`config.mk`:
```
export PLATFORM = sky130hd
export DESIGN_NAME = serial_tx_arbiter_flat
export DESIGN_NICKNAME = d
export VERILOG_FILES = /design/src/rtl/serial_tx_arbiter_if.sv /design/src/rtl/serial_tx_arbiter.sv /design/src/flat_wrapper.sv
export SDC_FILE = /design/constraint.sdc
export NUM_CORES = 1
export LEC_CHECK = 0
export ABC_AREA = 0
export BUFFER_PORTS_ARGS = -buffer_cell sky130_fd_sc_hd__buf_4
export CORE_ASPECT_RATIO = 0.75
export CORE_MARGIN = 2
export CORE_UTILIZATION = 38
export DETAILED_ROUTE_END_ITERATION = 12
export PLACE_DENSITY = 0.74
export SLEW_MARGIN = 25
export SYNTH_ARGS = -nofsm -noshare
export SYNTH_HDL_FRONTEND = slang
export SYNTH_SLANG_ARGS = --single-unit
```
`constraint.sdc`:
```
create_clock -name clk -period 3.15 [get_ports clk]
set_clock_uncertainty 0.15 [all_clocks]
set_input_delay 0.4725 -clock clk [delete_from_list [all_inputs] [get_ports clk]]
set_output_delay 0.4725 -clock clk [all_outputs]
set_load 0.05 [all_outputs]
```
`src/rtl/serial_tx_arbiter_if.sv`:
```
// rtl/serial_tx_arbiter_if.sv - requester, serial-port and status signals of the TX arbiter
interface serial_tx_arbiter_if #(
  parameter int N_REQ = 4
);
  logic [N_REQ-1:0]   req_valid;
  logic [8*N_REQ-1:0] req_data;
  logic [N_REQ-1:0]   req_last;
  logic [N_REQ-1:0]   req_ready;
  logic [7:0]         dout;
  logic               wr_en;
  logic               writing_full;
  logic [3:0]         grant_id;
  logic               busy;
  logic               timeout_err;

  modport master (
    output req_valid, req_data, req_last, writing_full,
    input  req_ready, dout, wr_en, grant_id, busy, timeout_err
  );

  modport slave (
    input  req_valid, req_data, req_last, writing_full,
    output req_ready, dout, wr_en, grant_id, busy, timeout_err
  );
endinterface

```
`src/rtl/serial_tx_arbiter.sv`:
```
// rtl/serial_tx_arbiter.sv - packet-atomic round-robin arbiter feeding the serial_port TX FIFO
module serial_tx_arbiter #(
  parameter int         N_REQ      = 4,
  parameter int         ADD_HEADER = 1,
  parameter logic [3:0] HDR_TAG    = 4'hA,
  parameter int         TIMEOUT    = 1024
) (
  input logic               clk,
  input logic               rst,
  serial_tx_arbiter_if.slave bus
);

  localparam int CW = $clog2(TIMEOUT);

  typedef enum logic [1:0] {
    S_IDLE,
    S_HEADER,
    S_SEND
  } state_t;

  state_t        r_state;
  state_t        w_next_state;
  logic [3:0]    r_rr_ptr;
  logic [3:0]    r_grant_id;
  logic [CW-1:0] r_stall_cnt;
  logic          r_timeout_err;

  logic [15:0]   w_valid16;
  logic [15:0]   w_last16;
  logic [127:0]  w_data128;
  logic [15:0]   w_ready16;
  logic          w_g_valid;
  logic          w_g_last;
  logic [7:0]    w_g_data;

  logic          w_pick_valid;
  logic [3:0]    w_pick_id;
  logic [4:0]    w_scan_idx;

  logic          w_wr_en;
  logic [7:0]    w_dout;
  logic          w_accept;
  logic          w_done;
  logic          w_abort;

  // Pad requester vectors to 16 so a 4-bit grant_id can index them for any N_REQ
  assign w_valid16 = 16'(bus.req_valid);
  assign w_last16  = 16'(bus.req_last);
  assign w_data128 = 128'(bus.req_data);
  assign w_g_valid = w_valid16[r_grant_id];
  assign w_g_last  = w_last16[r_grant_id];
  assign w_g_data  = w_data128[{r_grant_id, 3'b000} +: 8];

  always_comb begin
    w_pick_valid = 1'b0;
    w_pick_id    = 4'd0;
    w_scan_idx   = 5'd0;
    for (int i = 1; i <= N_REQ; i++) begin
      w_scan_idx = 5'(r_rr_ptr) + 5'(i);
      if (w_scan_idx >= 5'(N_REQ)) begin
        w_scan_idx = w_scan_idx - 5'(N_REQ);
      end
      if (!w_pick_valid && w_valid16[w_scan_idx[3:0]]) begin
        w_pick_valid = 1'b1;
        w_pick_id    = w_scan_idx[3:0];
      end
    end
  end

  always_comb begin
    w_next_state = r_state;
    w_wr_en      = 1'b0;
    w_dout       = 8'h00;
    w_accept     = 1'b0;
    w_done       = 1'b0;
    w_abort      = 1'b0;
    case (r_state)
      S_IDLE: begin
        if (w_pick_valid) begin
          w_next_state = (ADD_HEADER != 0) ? S_HEADER : S_SEND;
        end
      end
      S_HEADER: begin
        w_wr_en = !bus.writing_full;
        w_dout  = {HDR_TAG, r_grant_id};
        if (!bus.writing_full) begin
          w_next_state = S_SEND;
        end
      end
      S_SEND: begin
        w_accept = w_g_valid && !bus.writing_full;
        w_wr_en  = w_accept;
        w_dout   = w_g_data;
        if (w_accept && w_g_last) begin
          w_done       = 1'b1;
          w_next_state = S_IDLE;
        end else if (!w_g_valid && !bus.writing_full &&
                     (r_stall_cnt == CW'(TIMEOUT - 2))) begin
          // This stall cycle brings the count to TIMEOUT-1
          w_abort      = 1'b1;
          w_next_state = S_IDLE;
        end
      end
      default: w_next_state = S_IDLE;
    endcase
  end

  always_ff @(posedge clk) begin
    if (rst) begin
      r_state       <= S_IDLE;
      r_rr_ptr      <= 4'(N_REQ - 1);
      r_grant_id    <= 4'd0;
      r_stall_cnt   <= '0;
      r_timeout_err <= 1'b0;
    end else begin
      r_state       <= w_next_state;
      r_timeout_err <= w_abort;
      if ((r_state == S_IDLE) && w_pick_valid) begin
        r_grant_id <= w_pick_id;
      end
      if (w_done || w_abort) begin
        r_rr_ptr <= r_grant_id;
      end
      if ((r_state != S_SEND) || w_accept || bus.writing_full) begin
        r_stall_cnt <= '0;
      end else if (!w_g_valid) begin
        r_stall_cnt <= r_stall_cnt + 1'b1;
      end
    end
  end

  assign w_ready16       = 16'(w_accept) << r_grant_id;
  assign bus.req_ready   = w_ready16[N_REQ-1:0];
  assign bus.dout        = w_dout;
  assign bus.wr_en       = w_wr_en;
  assign bus.grant_id    = r_grant_id;
  assign bus.busy        = (r_state != S_IDLE);
  assign bus.timeout_err = r_timeout_err;

endmodule

```
`src/flat_wrapper.sv`:
```
// flat-port wrapper written by rule: the top's interface ports become plain ports
module serial_tx_arbiter_flat 
#(
  parameter int         N_REQ      = 4,
  parameter int         ADD_HEADER = 1,
  parameter logic [3:0] HDR_TAG    = 4'hA,
  parameter int         TIMEOUT    = 1024
)
  (clk, rst, bus_req_valid, bus_req_data, bus_req_last, bus_writing_full, bus_req_ready, bus_dout, bus_wr_en, bus_grant_id, bus_busy, bus_timeout_err);
  serial_tx_arbiter_if #(.N_REQ(N_REQ)) bus_i ();
  input logic clk;
  input logic rst;
  input wire logic [$bits(bus_i.req_valid)-1:0] bus_req_valid;
  input wire logic [$bits(bus_i.req_data)-1:0] bus_req_data;
  input wire logic [$bits(bus_i.req_last)-1:0] bus_req_last;
  input wire logic [$bits(bus_i.writing_full)-1:0] bus_writing_full;
  output wire logic [$bits(bus_i.req_ready)-1:0] bus_req_ready;
  output wire logic [$bits(bus_i.dout)-1:0] bus_dout;
  output wire logic [$bits(bus_i.wr_en)-1:0] bus_wr_en;
  output wire logic [$bits(bus_i.grant_id)-1:0] bus_grant_id;
  output wire logic [$bits(bus_i.busy)-1:0] bus_busy;
  output wire logic [$bits(bus_i.timeout_err)-1:0] bus_timeout_err;
  assign bus_i.req_valid = bus_req_valid;
  assign bus_i.req_data = bus_req_data;
  assign bus_i.req_last = bus_req_last;
  assign bus_i.writing_full = bus_writing_full;
  assign bus_req_ready = bus_i.req_ready;
  assign bus_dout = bus_i.dout;
  assign bus_wr_en = bus_i.wr_en;
  assign bus_grant_id = bus_i.grant_id;
  assign bus_busy = bus_i.busy;
  assign bus_timeout_err = bus_i.timeout_err;
  serial_tx_arbiter #(.N_REQ(N_REQ), .ADD_HEADER(ADD_HEADER), .HDR_TAG(HDR_TAG), .TIMEOUT(TIMEOUT)) u_core (.clk(clk), .rst(rst), .bus(bus_i));
endmodule
```
Word-level counts from Yosys, hierarchy flattened

Cells that the tools add are included.

Reductions and logical operators: 20
Mux-type cells: 37
Magnitude comparators: 9
Eq/ne operators: 7
Add/subtract/negate cells: 9
Shifts and indexed selects: 2

Operators with widths:

| cell                                                                         | number |
|---|---|
| 128-bit by 8-bit variable part select with 8-bit output                      | 1 |
| 4-bit two-way mux                                                            | 8 |
| 4-bit by 5-bit less-than comparator with 1-bit output, second input constant | 5 |
| 1-bit binary-select mux with 4-bit select                                    | 6 |
| 5-bit by 3-bit >= comparator with 1-bit output, second input constant        | 4 |
| 1-bit two-way mux                                                            | 16 |
| 8-bit case mux with 2 select lines                                           | 1 |
| 4-bit by 3-bit subtractor with 4-bit output, second input constant           | 4 |
| 10-bit by 1-bit adder with 10-bit output, second input constant              | 1 |
| 4-bit by 2-bit adder with 5-bit output, second input constant                | 2 |
| 10-bit == test, second input constant                                        | 1 |
| 1-bit logical AND                                                            | 8 |
| 2-bit two-way mux                                                            | 4 |
| 2-bit case mux with 3 select lines                                           | 1 |
| 4-bit by 1-bit adder with 5-bit output, second input constant                | 1 |
| 4-bit by 3-bit adder with 5-bit output, second input constant                | 1 |
| 1-bit zero test                                                              | 5 |
| 2-bit inequality test, second input constant                                 | 2 |
| 1-bit by 4-bit left shift with 4-bit output                                  | 1 |
| 1-bit logical OR                                                             | 3 |
| 3-bit by 1-bit inequality test with 1-bit output, second input constant      | 1 |
| 3-bit AND reduction                                                          | 1 |
| 2-bit by 1-bit == test with 1-bit output, second input constant              | 1 |
| 2-bit == test, second input constant                                         | 1 |
| 5 further kinds                                                              | 5 |

Logic and storage cells: 89
Bits of input ports: 43
Register bits after elaboration: 21
Output and inout bits: 19

Logic depth before layout (Yosys ltp)

Gate-level depths: netlist of the first run.

Depth in word-level cells: 17
Depth in mapped cells: 12
Mapped depth without buffers: 11

Least setup slack after synthesis of the first run

No wires, ideal clock.

Kind: flip-flop to output port
Start: register u_core.r_grant_id[1], in the netlist u_core.bus.grant_id[1]
End: output port bus_req_ready[0]
Arrival time: 2716 ps
Setup slack: -189 ps
Stages on the path, launching flop included: 6
Path buffers: 1
Required time: 2527 ps
Cell sequence: dfxtp_1 -> clkbuf_1 -> mux4_2 -> nand2_1 -> nor3_1 -> nor3b_1

Cells in the longest elaborated chain, start to end: 5

RTL lines:

| element                                         | line                     | RTL |
|---|---|---|
| from (decl)                                     | serial_tx_arbiter.sv:24  | `logic [3:0] r_grant_id;` |
| from (signal assigned)                          | serial_tx_arbiter.sv:119 | `r_grant_id <= w_pick_id;` |
| 1-bit binary-select mux with 4-bit select       | serial_tx_arbiter.sv:50  | `assign w_g_valid = w_valid16[r_grant_id];` |
| 1-bit two-way mux (not written as such)         | serial_tx_arbiter.sv:50  |  |
| 1-bit logical AND                               | serial_tx_arbiter.sv:91  | `w_accept = w_g_valid && !bus.writing_full;` |
| 1-bit two-way mux                               | serial_tx_arbiter.sv:77  | `case (r_state)` |
| 1-bit by 4-bit left shift with 4-bit output (*) | serial_tx_arbiter.sv:132 | `assign w_ready16 = 16'(w_accept) << r_grant_id;` |
| to (decl)                                       | flat_wrapper.sv:17       | `output wire logic [$bits(bus_i.req_ready)-1:0] bus_req_ready;` |

Mark *: on every way between the ends. The rest lies on a longest branch, timed or not. The select of a mux whose other input is x is not followed.

Worst setup path in the final report of the first run

Start: register u_core.r_rr_ptr[1]
End: register u_core.r_grant_id[1], in the netlist u_core.bus.grant_id[1]

Cells in the longest elaborated chain, start to end: 16
Elaborated cells between the ends (all ways): 39
Those cells by class: 8 x add/sub; 4 x order compare; 20 x mux; 7 x reduce/logical

RTL lines:

| element                                                                                                       | line                                             | RTL |
|---|---|---|
| from (decl)                                                                                                   | serial_tx_arbiter.sv:23                          | `logic [3:0] r_rr_ptr;` |
| from (signal assigned)                                                                                        | serial_tx_arbiter.sv:111                         | `r_rr_ptr <= 4'(N_REQ - 1);` |
| from (signal assigned)                                                                                        | serial_tx_arbiter.sv:122                         | `r_rr_ptr <= r_grant_id;` |
| 4-bit by 1-bit adder with 5-bit output                                                                        | serial_tx_arbiter.sv:59                          | `w_scan_idx = 5'(r_rr_ptr) + 5'(i);` |
| 4-bit by 3-bit subtractor with 4-bit output or 5-bit by 3-bit >= comparator with 1-bit output (tied branches) | serial_tx_arbiter.sv:61, serial_tx_arbiter.sv:60 |  |
| 4-bit two-way mux                                                                                             | serial_tx_arbiter.sv:60                          | `if (w_scan_idx >= 5'(N_REQ)) begin` |
| 1-bit binary-select mux with 4-bit select                                                                     | serial_tx_arbiter.sv:63                          | `if (!w_pick_valid && w_valid16[w_scan_idx[3:0]]) begin` |
| 1-bit two-way mux (not written as such)                                                                       | serial_tx_arbiter.sv:63                          |  |
| 1-bit two-way mux                                                                                             | serial_tx_arbiter.sv:63                          |  |
| 1-bit zero test                                                                                               | serial_tx_arbiter.sv:63                          |  |
| 1-bit logical AND                                                                                             | serial_tx_arbiter.sv:63                          |  |
| 1-bit two-way mux                                                                                             | serial_tx_arbiter.sv:63                          |  |
| 1-bit zero test                                                                                               | serial_tx_arbiter.sv:63                          |  |
| 1-bit logical AND                                                                                             | serial_tx_arbiter.sv:63                          |  |
| 1-bit two-way mux                                                                                             | serial_tx_arbiter.sv:63                          |  |
| 1-bit zero test                                                                                               | serial_tx_arbiter.sv:63                          |  |
| 1-bit logical AND                                                                                             | serial_tx_arbiter.sv:63                          |  |
| 1-bit two-way mux                                                                                             | serial_tx_arbiter.sv:63                          |  |
| 1-bit logical AND                                                                                             | serial_tx_arbiter.sv:118                         | `if ((r_state == S_IDLE) && w_pick_valid) begin` |

Several ways; a longest one is shown, not always the timed one. The select of a mux whose other input is x is not followed.
A chain may end at the register's enable or synchronous reset.

==> results of run 1 <==
## metrics by stage
stage          utilization [%]  hold slack (ps)  setup TNS [ps]  instance area [um2]
3_5_place_dp             50.51            352.2               0                 2489
6_report                 51.45            307.2               0                 2535
5_1_grt                  51.45            311.3               0                 2535
4_1_cts                  51.42            309.1               0                 2534
3_3_place_gp             50.51            346.5               0                 2489
2_1_floorplan                -            310.4          -8.581                 1963
## placed cells by master, fill, tap and decap left out, types with 4 or more instances in the layout
cell | Yosys | routed
a21oi_1 | 7 | 7
and3_1 | 7 | 7
buf_4 | 0 | 66
dfxtp_1 | 21 | 20
ha_1 | 19 | 19
inv_1 | 16 | 16
mux2i_1 | 7 | 7
mux4_1 | 7 | 7
nand2_1 | 17 | 17
nand3_1 | 5 | 5
nand4_1 | 6 | 6
nor2_1 | 20 | 20
nor3_1 | 4 | 4
o211ai_1 | 4 | 4
o21ai_0 | 9 | 8
xor2_1 | 10 | 10
## worst reg2reg max path: stages, from the launching register on
cell,delay (ps)
dfxtp_1,320
inv_1,150
ha_1,260
xor2_1,240
inv_1,70
ha_1,290
nor2_1,50
o211ai_1,350
o211ai_1,300
o221a_2,320
a221oi_1,240
## per-layer routing
metal / global-route usage (%) / wire [um] / up-vias
met5: 0 / 0 / -
met3: 2.996 / 347 / 4
met4: 4.297 / 49 / 0
met2: 30.06 / 2333 / 76
li1: - / - / 930
met1: 25.21 / 2286 / 893
## sequential cells by signal (all words and copies together), names as in the netlist
| register | count |
|---|---|
| u_core.bus.grant_id | 4 |
| u_core.bus.timeout_err | 1 |
| u_core.r_rr_ptr | 4 |
| u_core.r_state | 2 |
| u_core.r_stall_cnt | 10 |
## power by group through the flow
stage | sequential [uW] | combinational (uW) | clock, uW
floorplan | 308 | 289 | 0
global placement | 290 | 431 | 0
detailed placement | 290 | 437 | 0
CTS | 284 | 439 | 178
global route | 286 | 477 | 191
finish | 284 | 441 | 177
## layout make-up
| type | count | area, um2 |
|---|---|---|
| Clock buffer | 4 | 45.04 |
| Fill cell | 465 | 2392 |
| Inverter | 16 | 60.06 |
| Multi-Input combinational cell | 172 | 1438 |
| Sequential cell | 21 | 421.7 |
| Tap cell | 60 | 75.07 |
| Timing Repair Buffer | 66 | 495.5 |
## logic make-up after synthesis
group | share of synthesized area, %
multiplexers | 17.62
AO/OA/AOI/OAI | 18.51
flip-flops | 21.52
AND/OR/NAND/NOR | 18.96
buffers and inverters | 5.381
XOR/XNOR | 5.830
adder cells (fa/ha/maj) | 12.17
## synthesized netlist by cell type, types with 2 or more instances
master | number | area (um2)
dfxtp_1 | 21 | 420.4
nor2_1 | 20 | 75.07
ha_1 | 19 | 237.7
nand2_1 | 17 | 63.81
inv_1 | 16 | 60.06
xor2_1 | 10 | 87.58
o21ai_0 | 9 | 45.04
a21oi_1 | 7 | 35.03
and3_1 | 7 | 43.79
mux2i_1 | 7 | 70.07
mux4_1 | 7 | 183.9
nand4_1 | 6 | 37.54
clkbuf_1 | 5 | 18.77
nand3_1 | 5 | 25.02
nor3_1 | 4 | 20.02
o211ai_1 | 4 | 30.03
buf_2 | 3 | 15.01
mux4_2 | 3 | 67.56
nand2b_1 | 3 | 18.77
nor2b_1 | 3 | 18.77
o21a_1 | 3 | 22.52
o22ai_1 | 3 | 18.77
o31ai_1 | 3 | 22.52
xnor2_1 | 3 | 26.28
a2bb2oi_1 | 2 | 17.52
a32o_1 | 2 | 20.02
and2_1 | 2 | 12.51
mux2_2 | 2 | 22.52
nor3b_1 | 2 | 15.01
o2bb2ai_1 | 2 | 17.52
## path summary, 6_finish.rpt
path / slack [ps] / cells past startpoint / endpoint
min reg2reg: 370 / 2 / u_core.r_stall_cnt[7]$_SDFFE_PP0N_
max: 330 / 10 / u_core.bus.grant_id[1]$_SDFFE_PP0P_
max reg2reg: 330 / 10 / u_core.bus.grant_id[1]$_SDFFE_PP0P_
min: 310 / 2 / u_core.r_state[1]$_SDFFE_PP0P_
==> flow_summary.yaml, run 1 <==
routing:
  wl_um: 5017
  drc: 0
  num_vias: 1903
  drtPass1Iterations: 4
  wl_per_cell_um: 14.80
  ant_nets: 0
  avgViaCountPerCell: 5.614
  dr.first_iter.drc_count: 118
cts:
  cts_made_buffers: 3
  postCtsSetupRepairBufs: 0
  clkTransAtPathRegs_ps: 80
  postCtsResizedCells: 0
  clk_latency_ps: 260
  clk_path_buf_depth: 2
  cts.sinks: 21
  htreeDepth: 1
  postCtsHoldBufs: 0
  cts-root-buf: "clkbuf_8"
  cts_tree: "built"
sta:
  finalSetupViolCount: 0
  finalMaxSlewViolations: 0
  hold_viol: 0
  timing.fmax_mhz: 354.8
  rsz0062_at_grt: "no"
  fin_crit_sh_pct: 89.49
  fin_ws_ps: 331.1
  worst_pin_slew_ps: 501.7
  slew-limit-headroom_pct: 66.30
  finalCriticalPeriod_ps: 2819
setup_path:
  path_delay_family: "compound AO/OA/AOI/OAI gates"
  max_stage_delay_ps: 350
  path_cells: "inv_1 > ha_1 > xor2_1 > inv_1 > ha_1 > nor2_1 > o211ai_1 > o211ai_1 > o221a_2 > a221oi_1"
  critPathArrivalTime_ps: 2840
  worst_path_max_delay_cell: "o211ai_1"
  path_buf_inv: 2
  setup.worst_path.class: "reg -> reg"
  required_ps: 3170
  reg2reg_from: "u_core.r_rr_ptr[1]$_SDFFE_PP1P_"
  cp-start-kind: "flop"
  crit_path_end_kind: "flop"
  crit_fanout: 6
  startpoint: "u_core.r_rr_ptr[1]$_SDFFE_PP1P_"
placement:
  placed_cells: 335
  io_buffers: 61
  gp_congestion: 0.8099
  dp_hpwl_um: 4086
  pre_cts_slack_ps: 184.7
pwr:
  swShare_pct: 39.03
  power_leakage_uw: 0.001115
  pwr-share-clk_pct: 19.7
  power.density_nw_per_um2: 355.9
  p_int_uw: 550.1
  ir_worst_vdd_mv: 0.2157
  pwr-share-comb_pct: 48.8
  power_uw: 902.3
  power.switching_uw: 352.2
  pwr-share-seq_pct: 31.5
cells_and_area:
  fin_nets: 342
  n_antenna_cell: 0
  finalNonFillerCells: 339
  synthToLayoutAreaGrowth_pct: 29.79
  drive_above_1_share_pct: 29.39
synth:
  syn_area_um2: 1953
  syn_nets: 280
  synth-edff-count: 0
  syn_avg_cell_area_um2: 8.959
  synth_flop_cell: "dfxtp_1"
  async_reset_ff_share_pct: 0
  ys_seq_elements: 21
  ys.warnings.count: 0
  syn_inst: 218
  ys_seq_area_share_pct: 21.52
  synth.distinct_cells: 48
worst_hold_path:
  hold_class: "in -> reg"
  hp-start: "rst"
die:
  core_um2: 4927
  fp.dieW_um: 86.79
  dieHeight_um: 66.09
  die_area_um2: 5735
  start_util_pct: 39.64
  io_pins: 62
  num_rows: 22
global_routing:
  grt_overflow: 0
  grt_pass1_wl_um: 8355
  antenna_found_initial: 0
  grtUsageTotal_pct: 18.33
  grt_max_degree: 19
  grt_pass1_vias: 1816
run_status:
  status: "complete, no violations"
run:
  max-cap-violations: 0
(Power assumes the default switching activity.)
==> inputs of run 2 (changes only) <==
--- a/config.mk
+++ b/config.mk
@@ -7,7 +7,6 @@
 export LEC_CHECK = 0
 export ABC_AREA = 0
 export BUFFER_PORTS_ARGS = -buffer_cell sky130_fd_sc_hd__buf_4
-export CORE_ASPECT_RATIO = 0.75
 export CORE_MARGIN = 2
 export CORE_UTILIZATION = 38
 export DETAILED_ROUTE_END_ITERATION = 12
==> run 2 against run 1 <==
  * Register-to-register slack got worse by 70 ps
  * Highest routed layer unchanged
  * Wire length grew 0.16%
  * Non-clock buffer count up 1
  * Largest power group unchanged
  * Global-route usage up 0.72 points
  * Critical endpoint unchanged
==> flow_summary.yaml, run 2 (synthesized netlist as in run 1, its figures left out) <==
sta:
  finalCriticalPeriod_ps: 2889
  rsz0062_at_grt: "no"
  finalMaxSlewViolations: 0
  timing.fmax_mhz: 346.2
  slew-limit-headroom_pct: 62.30
  fin_ws_ps: 261.1
  worst_pin_slew_ps: 561.1
  hold_viol: 0
  finalSetupViolCount: 0
  fin_crit_sh_pct: 91.71
worst_hold_path:
  hold_class: "in -> reg"
  hp-start: "rst"
  hold_depth: 2
cts:
  cts_made_buffers: 3
  cts-root-buf: "clkbuf_8"
  postCtsHoldBufs: 0
  clkTransAtPathRegs_ps: 80
  clk_latency_ps: 260
  htreeDepth: 1
  cts_tree: "built"
  cts.sinks: 21
  clk_path_buf_depth: 2
placement:
  dp_hpwl_um: 4093
  pre_cts_slack_ps: 96.10
  io_buffers: 61
  gp_congestion: 0.8258
  placed_area_um2: 2501
routing:
  num_vias: 1865
  drc: 0
  dr.first_iter.drc_count: 73
  drtPass1Iterations: 4
  wl_um: 5025
  wl_per_cell_um: 14.36
  avgViaCountPerCell: 5.329
  ant_nets: 0
pwr:
  power.switching_uw: 354.6
  swShare_pct: 39.25
  pwr-share-comb_pct: 48.7
  power_leakage_uw: 0.001123
  ir_worst_vdd_mv: 0.2665
  power.density_nw_per_um2: 353.4
  p_int_uw: 548.8
  pwr-share-clk_pct: 19.8
  pwr-share-seq_pct: 31.5
die:
  dieHeight_um: 75.69
  num_rows: 26
  fp.dieW_um: 75.69
  io_pins: 62
  die_area_um2: 5729
  start_util_pct: 38.73
  core_um2: 5042
setup_path:
  path_cells: "inv_1 > ha_1 > xor2_1 > inv_1 > ha_1 > nor2_1 > o211ai_1 > o211ai_1 > o221a_2 > a221oi_1"
  path_buf_inv: 2
  worst_path_max_delay_cell: "dfxtp_2"
  setup.worst_path.class: "reg -> reg"
  cp.depth: 10
  required_ps: 3170
  crit_path_end_kind: "flop"
  path_delay_family: "compound AO/OA/AOI/OAI gates"
  startpoint: "u_core.r_rr_ptr[1]$_SDFFE_PP1P_"
  cp-start-kind: "flop"
  crit_fanout: 10
  max_stage_delay_ps: 430
  critPathArrivalTime_ps: 2910
  reg2reg_depth: 10
  reg2reg_from: "u_core.r_rr_ptr[1]$_SDFFE_PP1P_"
run:
  max-cap-violations: 0
cells_and_area:
  drive_above_1_share_pct: 30.00
  final_cell_mix: "buf_4 (67), nor2_1 (20), dfxtp_1 (20)"
  max_flop_register: "u_core.r_stall_cnt"
  final_area_um2: 2556
  synthToLayoutAreaGrowth_pct: 30.88
  fin_nets: 343
  n_antenna_cell: 0
  largest_reg_flops: 10
  layout_commonest_cell: "buf_4"
global_routing:
  grt_max_degree: 19
  grt_overflow: 0
  antenna_found_initial: 0
  grt_pass1_wl_um: 8424
  grt_pass1_vias: 1848
  grtUsageTotal_pct: 19.06
run_status:
  status: "complete, no violations"
## run 2: worst paths after layout
kind | to | slack, ps
setup / recovery | u_core.bus.grant_id[1]$_SDFFE_PP0P_ | 260
hold / removal | u_core.r_state[0]$_SDFFE_PP0P_ | 310
setup reg to reg | u_core.bus.grant_id[1]$_SDFFE_PP0P_ | 260
hold reg to reg | u_core.r_rr_ptr[3]$_SDFFE_PP0P_ | 360
## run 2: timing repair
item	in CTS	in global routing
buffers inserted	0	1
gates resized for setup	0	2
setup endpoints to repair	0	5
## run 2: final cells by class
cell class                      instances  area [um2]
Inverter                               16       60.06
Tap cell                               70       87.58
Sequential cell                        21       421.7
Fill cell                             497        2486
Multi-Input combinational cell        172        1438
Clock buffer                            3       41.29
Timing Repair Buffer                   67       503.0
Clock inverter                          1       5.005
## run 2: routing by layer
layer	up-vias	GRT usage, %	part of all wire (%)
li1	934	-	-
met1	885	24.15	45
met2	37	33.62	50
met3	9	3.307	4.0
met4	0	4.678	1.3
met5	-	0	0
## run 2: power by group through the flow
stage / sequential (uW) / combinational, uW / clock [uW]
floorplan: 308 / 289 / 0
global placement: 291 / 426 / 0
detailed placement: 291 / 436 / 0
CTS: 285 / 438 / 184
global route: 287 / 472 / 193
finish: 285 / 440 / 179
## run 2: through the flow
step | power (uW) | TNS [ps] | hold slack [ps] | utilization (%) | std cells
2_1_floorplan | 597.6 | -8.581 | 310.4 | - | 218
3_3_place_gp | 717.2 | 0 | 342.6 | 49.60 | 345
3_5_place_dp | 726.9 | 0 | 354.7 | 49.60 | 345
4_1_cts | 906.3 | 0 | 297.1 | 50.52 | 349
5_1_grt | 950.7 | 0 | 311.6 | 50.69 | 350
6_report | 903.4 | 0 | 309.1 | 50.69 | 350
## run 2: worst register-to-register path, delay by kind of cell (launching register included)
| family | cells | cell delay (ps) |
|---|---|---|
| simple gates | 1 | 50 |
| xor+xnor | 1 | 230 |
| compound gates | 4 | 1190 |
| fa+ha+maj | 2 | 540 |
| flops | 1 | 430 |
| buf+inv | 2 | 200 |
